### src/rtl/seg7_reader.sv
// Seven-segment bus reader: synchronizes a segment bus, qualifies each pattern by
// stability, decodes it against the hex glyph table and presents the digit on valid/ready.
module seg7_reader #(
  parameter int STABLE_CYCLES = 4,
  parameter int CNT_W         = 8
) (
  input  logic             clock,
  input  logic             reset,
  input  logic [6:0]       seg_in,
  input  logic             clear,
  input  logic             out_ready,
  output logic [3:0]       digit,
  output logic             digit_valid,
  output logic             err_pulse,
  output logic             pattern_err,
  output logic             overrun,
  output logic [CNT_W-1:0] digit_count
);

  localparam logic [3:0] STB_MAX = 4'(STABLE_CYCLES - 1);

  typedef enum logic [1:0] {
    IDLE,
    SETTLE,
    LOCKED
  } state_t;

  typedef struct packed {
    logic       known;
    logic       blank;
    logic [3:0] value;
  } glyph_t;

  logic [6:0]       r_sync1;
  logic [6:0]       r_sync2;
  logic [6:0]       r_prev;
  logic [3:0]       r_cnt;
  state_t           r_state;
  state_t           w_state_next;
  logic             w_changed;
  logic             w_accept;
  glyph_t           w_glyph;
  logic             w_emit;
  logic             w_bad;
  logic             w_xfer;
  logic [3:0]       r_digit;
  logic             r_digit_valid;
  logic             r_err_pulse;
  logic             r_pattern_err;
  logic             r_overrun;
  logic [CNT_W-1:0] r_digit_count;

  // seg_in is asynchronous; only the second stage is observed by the rest of the logic.
  // NOTE: sequential state uses non-blocking assignments so every flop samples pre-edge values.
  always_ff @(posedge clock or posedge reset) begin
    if (reset) begin
      r_sync1 <= '0;
      r_sync2 <= '0;
      r_prev  <= '0;
    end else begin
      r_sync1 <= seg_in;
      r_sync2 <= r_sync1;
      r_prev  <= r_sync2;
    end
  end

  assign w_changed = (r_sync2 != r_prev);

  always_ff @(posedge clock or posedge reset) begin
    if (reset) begin
      r_cnt <= '0;
    end else if (w_changed) begin
      r_cnt <= '0;
    end else if (r_cnt != STB_MAX) begin
      r_cnt <= r_cnt + 4'd1;
    end
  end

  always_ff @(posedge clock or posedge reset) begin
    if (reset) r_state <= IDLE;
    else       r_state <= w_state_next;
  end

  // NOTE: every combinational output gets a default first so no latch is inferred.
  always_comb begin
    w_state_next = r_state;
    w_accept     = 1'b0;
    unique case (r_state)
      IDLE:   if (w_changed) w_state_next = SETTLE;
      SETTLE: if (!w_changed && r_cnt == STB_MAX) begin
        w_accept     = 1'b1;
        w_state_next = LOCKED;
      end
      LOCKED: if (w_changed) w_state_next = SETTLE;
      default: w_state_next = IDLE;
    endcase
  end

  // Glyph table, bit order gfedcba.
  always_comb begin
    w_glyph = '{known: 1'b1, blank: 1'b0, value: 4'h0};
    unique case (r_sync2)
      7'h3F: w_glyph.value = 4'h0;
      7'h06: w_glyph.value = 4'h1;
      7'h5B: w_glyph.value = 4'h2;
      7'h4F: w_glyph.value = 4'h3;
      7'h66: w_glyph.value = 4'h4;
      7'h6D: w_glyph.value = 4'h5;
      7'h7D: w_glyph.value = 4'h6;
      7'h07: w_glyph.value = 4'h7;
      7'h7F: w_glyph.value = 4'h8;
      7'h6F: w_glyph.value = 4'h9;
      7'h77: w_glyph.value = 4'hA;
      7'h7C: w_glyph.value = 4'hB;
      7'h39: w_glyph.value = 4'hC;
      7'h5E: w_glyph.value = 4'hD;
      7'h79: w_glyph.value = 4'hE;
      7'h71: w_glyph.value = 4'hF;
      7'h00: w_glyph.blank = 1'b1;
      default: w_glyph.known = 1'b0;
    endcase
  end

  assign w_emit = w_accept && w_glyph.known && !w_glyph.blank;
  assign w_bad  = w_accept && !w_glyph.known;
  assign w_xfer = r_digit_valid && out_ready;

  // One-entry output register: a new digit may replace the held one only when it transfers.
  always_ff @(posedge clock or posedge reset) begin
    if (reset) begin
      r_digit       <= '0;
      r_digit_valid <= 1'b0;
    end else if (w_emit && (!r_digit_valid || out_ready)) begin
      r_digit       <= w_glyph.value;
      r_digit_valid <= 1'b1;
    end else if (w_xfer) begin
      r_digit_valid <= 1'b0;
    end
  end

  always_ff @(posedge clock or posedge reset) begin
    if (reset) begin
      r_err_pulse   <= 1'b0;
      r_pattern_err <= 1'b0;
      r_overrun     <= 1'b0;
      r_digit_count <= '0;
    end else begin
      r_err_pulse <= w_bad;
      if (clear) begin
        r_pattern_err <= 1'b0;
        r_overrun     <= 1'b0;
        r_digit_count <= '0;
      end else begin
        r_pattern_err <= r_pattern_err | w_bad;
        r_overrun     <= r_overrun | (w_emit && r_digit_valid && !out_ready);
        r_digit_count <= r_digit_count + {{(CNT_W-1){1'b0}}, w_xfer};
      end
    end
  end

  assign digit       = r_digit;
  assign digit_valid = r_digit_valid;
  assign err_pulse   = r_err_pulse;
  assign pattern_err = r_pattern_err;
  assign overrun     = r_overrun;
  assign digit_count = r_digit_count;

endmodule

### config.mk
export PLATFORM = sky130hd
export DESIGN_NAME = seg7_reader
export DESIGN_NICKNAME = d
export VERILOG_FILES = /design/src/rtl/seg7_reader.sv
export SDC_FILE = /design/constraint.sdc
export NUM_CORES = 1
export LEC_CHECK = 0
export BUFFER_PORTS_ARGS = -buffer_cell sky130_fd_sc_hd__buf_2
export CORE_UTILIZATION = 55
export CTS_CLUSTER_DIAMETER = 60
export CTS_CLUSTER_SIZE = 25
export DETAILED_ROUTE_END_ITERATION = 16
export GPL_ROUTABILITY_DRIVEN = 0
export GPL_TIMING_DRIVEN = 0
export HOLD_SLACK_MARGIN = 0.06
export PLACE_DENSITY = 0.78
export SYNTH_ARGS = -nofsm -noshare
export SYNTH_HDL_FRONTEND = slang
export SYNTH_SLANG_ARGS = --single-unit
### constraint.sdc
create_clock -name clock -period 6.2 [get_ports clock]
set_input_delay 1.24 -clock clock [delete_from_list [all_inputs] [get_ports clock]]
set_output_delay 1.24 -clock clock [all_outputs]
set_load 0.05 [all_outputs]
Word level (Yosys, flattened, before mapping)
Index checks and enable logic that the tools add are counted.
{ "word_totals": {"reg_bits": 43, "inputBits": 11, "output_inout_bits": 16} }
{ "op_classes": {"reduce_logical": 21, "n_eq_ne": 23, "muxes": 15, "bitwise": 2, "add_sub_neg": 2} }
{ "op_table": {"columns": ["cell", "n"], "rows": [
  ["$eq 7x7->1 const B", 12],
  ["$pmux 4 s15", 1],
  ["$reduce_or 17->1", 1],
  ["$eq 7x3->1 const B", 2],
  ["$eq 7x6->1 const B", 2],
  ["$add 8x1->8", 1],
  ["$logic_and 1x1->1", 8],
  ["$mux 1", 8],
  ["$mux 4", 2],
  ["$mux 8", 1],
  ["$logic_not 7->1", 1],
  ["$ne 7x7->1", 1],
  ["$logic_not 1->1", 5],
  ["$add 4x1->4 const B", 1],
  ["$eq 4x2->1 const B", 1],
  ["$mux 2", 2],
  ["$ne 4x2->1 const B", 1],
  ["$pmux 2 s2", 1],
  ["$reduce_bool 2->1", 2],
  ["$eq 2x1->1 const B", 1],
  ["$eq 2x2->1 const B", 1],
  ["$logic_not 2->1", 1],
  ["$ne 2x1->1 const B", 1],
  ["$ne 2x2->1 const B", 1],
  ["4 further kinds", 5]
]} }

Logic depth before layout (Yosys ltp)
{ "logic_depth": {"depth_word": 11, "depth_mapped": 7, "ltp_nobuf": 6} }

Worst setup path before layout
No wires, ideal clock.
{ "synth_timing": {"path_kind": "in2reg", "start": "input out_ready", "end": "register r_digit_count[4] (netlist: digit_count[4])", "setup_slack_ns": 4.036, "setup_time_ns": 0.131, "arrival_ns": 2.033, "t_required_ns": 6.069, "path_stages": 6, "cell_sequence": "and2_1 ha_1 ha_1 nand3_1 xor2_1 nor2_1"} }
{ "synth_via": {"elab_chain_len": 3} }
{ "synth_lines": {"columns": ["element", "line", "source"], "rows": [
  ["from (decl)", "11", "input logic out_ready,"],
  ["$logic_and 1x1->1", "126", "assign w_xfer = r_digit_valid && out_ready;"],
  ["$add 8x1->8", "156", "r_digit_count <= r_digit_count + {{(CNT_W-1){1'b0}}, w_xfer};"],
  ["$mux 8", "149", "if (clear) begin"],
  ["to (signal assigned)", "156", null],
  ["to (decl)", "51", "logic [CNT_W-1:0] r_digit_count;"]
]} }
No other way between the ends.
A chain may end at the register's enable or synchronous reset.

Worst setup path after layout
{ "layout_timing": {"start": "register r_cnt[0]", "end": "register r_digit[3] (netlist: digit[3])"} }
{ "layout_via": {"elab_chain_len": 7} }
{ "layout_lines": {"columns": ["element", "line", "source"], "rows": [
  ["from (decl)", "37", "logic [3:0] r_cnt;"],
  ["from (signal assigned)", "75", "r_cnt <= r_cnt + 4'd1;"],
  ["$eq 4x2->1", "90", "SETTLE: if (!w_changed && r_cnt == STB_MAX) begin"],
  ["$logic_and 1x1->1", "90", null],
  ["$mux 1", "90", null],
  ["$mux 1", "88", "unique case (r_state)"],
  ["$logic_and 1x1->1 (2 in a row)", "124", "assign w_emit = w_accept && w_glyph.known && !w_glyph.blank;"],
  ["$logic_and 1x1->1", "133", "end else if (w_emit && (!r_digit_valid || out_ready)) begin"],
  ["to (signal assigned)", "134", "r_digit <= w_glyph.value;"],
  ["to (decl)", "46", "logic [3:0] r_digit;"]
]} }
No other way between the ends.

==> flow_metrics.py <==
metrics = {
    "layout": {
        "nNetsFinal": 215,
        "drive_above_1_share": 0.277,
        "diodes": 0,
        "fin_util": 0.657,
        "nFillCells": 288,
        "area_growth_pct": 11.8,
    },
    "detailed_routing": {
        "dr.pass1.iters": 4,
        "vias": 1371,
        "antenna_left": 0,
        "drt-wirelength-per-cell_um": 14.8,
        "drt_first_iter_violations": 119,
        "drt-vias-per-instance": 5.53,
        "finalWirelength_mm": 3.67,
        "drc_errors": 0,
    },
    "sta": {
        "finalCriticalPeriod_ps": 2350,
        "fin_crit_sh": 0.380,
        "hold_viol": 0,
        "tns_ps": 0,
        "drv_slew": 0,
        "skew_ps": 10.7,
        "worst_slew_pin_slew_ps": 864,
        "finalSetupViolCount": 0,
        "fmax_mhz": 425,
        "rsz0062_at_grt": "no",
        "max_slew_margin": 0.423,
    },
    "min_path": {
        "holdPathStages": 0,
        "holdPathEnd": "r_sync2[5]",
        "hp-start": "r_sync1[5]",
        "holdCritPathClass": "flop to flop",
    },
    "logic_synthesis": {
        "synth.yosys.seq_area_share": 0.536,
        "ys_seq_elements": 43,
        "syn_area_um2": 2010,
        "synth.distinct_cells": 51,
        "synthMuxAreaShare": 0.0255,
        "syn_inst": 169,
        "synthTopCellsByArea": "dfrtp_1 (54%), xor2_1 (5.2%), nand3_1 (3.2%)",
        "synth_ff_type": "dfrtp_1",
        "synth_top_family_by_area": "simple AND/OR/NAND/NOR gates",
        "synth_warnings": 0,
        "synth_top_area_cell": "dfrtp_1",
        "async_flop_share": 1.00,
        "synthAdderAreaFrac": 0.0187,
        "yosys.area_share.simple": 0.245,
        "synth_edf_count": 0,
        "synth-xor-area-share": 0.0741,
        "syn_area_per_cell_um2": 11.9,
        "synth_compound_area_frac": 0.0741,
        "synthesis.nets": 183,
        "synth_top_area_frac": 0.536,
    },
    "cts": {
        "postCtsSetupBuffers": 0,
        "cts_resized": 0,
        "holdBufCountCts": 0,
        "cts_sinks": 43,
        "clockRootBuffer": "clkbuf_4",
        "clock_latency_ps": 350,
        "cts_buffers": 5,
        "clock_path_buffers": 2,
        "cts-htree-levels": 2,
        "clk_pin_slew_ps": 120,
        "cts_tree": "yes",
    },
    "power_and_ir_drop": {
        "leakagePower_nw": 1.04,
        "p_switching_mw": 0.113,
        "seqPwrFrac": 0.639,
        "p_per_area_nw_per_um2": 204,
        "p_clk_frac": 0.275,
        "pwr-share-comb": 0.085,
        "p_sw_frac": 0.246,
        "intPower_mw": 0.346,
        "irDropWorstVdd_mv": 0.198,
    },
    "global_route": {
        "track_usage": 0.216,
        "grt_pass1_wl_mm": 6.39,
        "gr-total-overflow": 0,
        "antenna_found_initial": 0,
        "grt_pass1_vias": 1424,
        "grt_max_degree": 44,
    },
    "setup_path": {
        "end_kind": "flop",
        "rr_startpoint": "r_cnt[0]",
        "required_ps": 6440,
        "ff2ff_path_depth": 6,
        "r2r_slack_ps": 3850,
        "crit_type": "flop to flop",
        "crit_chain": "ha_1 > nor3b_1 > nand3b_1 > nor3_4 > and3_4 > mux2_4",
        "cpPeakStageDelay_ps": 530,
        "slowest_stage": "nor3b_1",
        "regToRegEndpoint": "digit[3]",
        "crit_fanout": 4,
        "arrival_ps": 2590,
        "crit_path_start_kind": "flop",
    },
    "floorplan": {
        "coreArea_um2": 3420,
        "die_width_um": 62.4,
        "ios": 27,
        "die_y_um": 62.4,
        "initial_core_util": 0.588,
        "die_area_um2": 3900,
        "rows": 21,
    },
    "flow_run": {
        "maxCapViolCount": 0,
    },
    "status": {
        "status": "complete, no violations",
    },
    "placed_design": {
        "dp_hpwl_mm": 2.72,
        "io_buffers": 25,
    },
}
## sequential cells by signal, indices dropped and copies added (netlist names)
signal,count
digit_count,8
r_prev,7
r_sync1,7
r_sync2,7
digit,4
r_cnt,4
r_state,2
digit_valid,1
err_pulse,1
overrun,1
pattern_err,1
## per-layer routing
metal / track usage / wire (um) / vias to the layer above
met5: 0 / 0 / -
met4: 0.119 / 99 / 0
met3: 0.0493 / 158 / 11
met2: 0.346 / 1790 / 38
met1: 0.270 / 1620 / 663
li1: - / - / 659
## logic make-up (layout without fill, tap and decap cells)
logic type | Yosys count | count (layout)
flops | 43 | 43
xor+xnor | 17 | 17
simple gates | 71 | 71
buf+inv | 10 | 43
mux | 4 | 4
compound gates | 21 | 21
fa+ha+maj | 3 | 3
## cell type report
class / count / area (um^2) / area share
Multi-Input combinational cell: 116 / 878 / 0.391
Sequential cell: 43 / 1080 / 0.479
Tap cell: 46 / 57.6 / 0.0256
Clock inverter: 2 / 12.5 / 0.00557
Timing Repair Buffer: 25 / 125 / 0.0557
Buffer: 8 / 46.3 / 0.0206
Inverter: 2 / 7.51 / 0.00334
Clock buffer: 6 / 41.3 / 0.0184
## cells in the mapped netlist (all sizes together), types with 2 or more instances
cell type,n
dfrtp,43
nor2,14
nand3,13
xor2,12
buf,7
a21oi,6
nand2,6
nor3,5
xnor2,5
nor3b,4
o21ai,4
and3,3
ha,3
mux2,3
nand4,3
nor2b,3
nor4,3
a31oi,2
inv,2
nand2b,2
nand3b,2
nor4b,2
or3b,2
## stage by stage
step	hold WS (ps)	std cells	setup WS (ps)	power (mW)	area, um^2
4_1_cts	365	248	3850	0.466	2240
5_1_grt	370	248	3620	0.482	2240
3_3_place_gp	333	240	3550	0.335	2190
6_report	355	248	3850	0.459	2240
3_5_place_dp	337	240	3800	0.338	2190
2_1_floorplan	331	169	3960	0.327	2010
## power by group through the flow
| stage | combinational, mW | sequential, mW | clock (mW) |
|---|---|---|---|
| 6_report | 0.0391 | 0.293 | 0.126 |
| 5_1_grt | 0.0433 | 0.294 | 0.145 |
| 3_3_place_gp | 0.0367 | 0.298 | 0 |
| 4_1_cts | 0.0393 | 0.293 | 0.133 |
| 2_1_floorplan | 0.0302 | 0.297 | 0 |
| 3_5_place_dp | 0.0392 | 0.299 | 0 |
## layout by cell type (no fill, tap or decap), drive strengths merged, types with 2 or more instances in the layout
cell	Yosys	final
xnor2	5	5
nor2	14	14
buf	7	32
nand2	6	6
o21ai	4	4
mux2	3	3
nor4	3	3
nand2b	2	2
nor3b	4	4
clkbuf	1	7
and3	3	3
nand4	3	3
nor2b	3	3
nor3	5	5
ha	3	3
dfrtp	43	43
nand3	13	13
a21oi	6	6
or3b	2	2
xor2	12	12
nand3b	2	2
a31oi	2	2
nor4b	2	2
inv	2	2
## worst max-delay path by stage
stage,startpoint,to,cells past startpoint
finish,r_cnt[0],digit[3],6
floorplan,reset,digit[0],1
detailed placement,out_ready,digit_count[6],7
CTS,r_cnt[0],digit[3],6
global placement,reset,digit[1],2
global route,r_cnt[0],digit[3],6
## critical path: cells and delay by family (launching register included)
kind	cells	cell delay, ps
simple gates	4	1330
flops	1	410
mux	1	310
fa+ha+maj	1	200
Note: power is estimated with default switching activity, not from simulation.
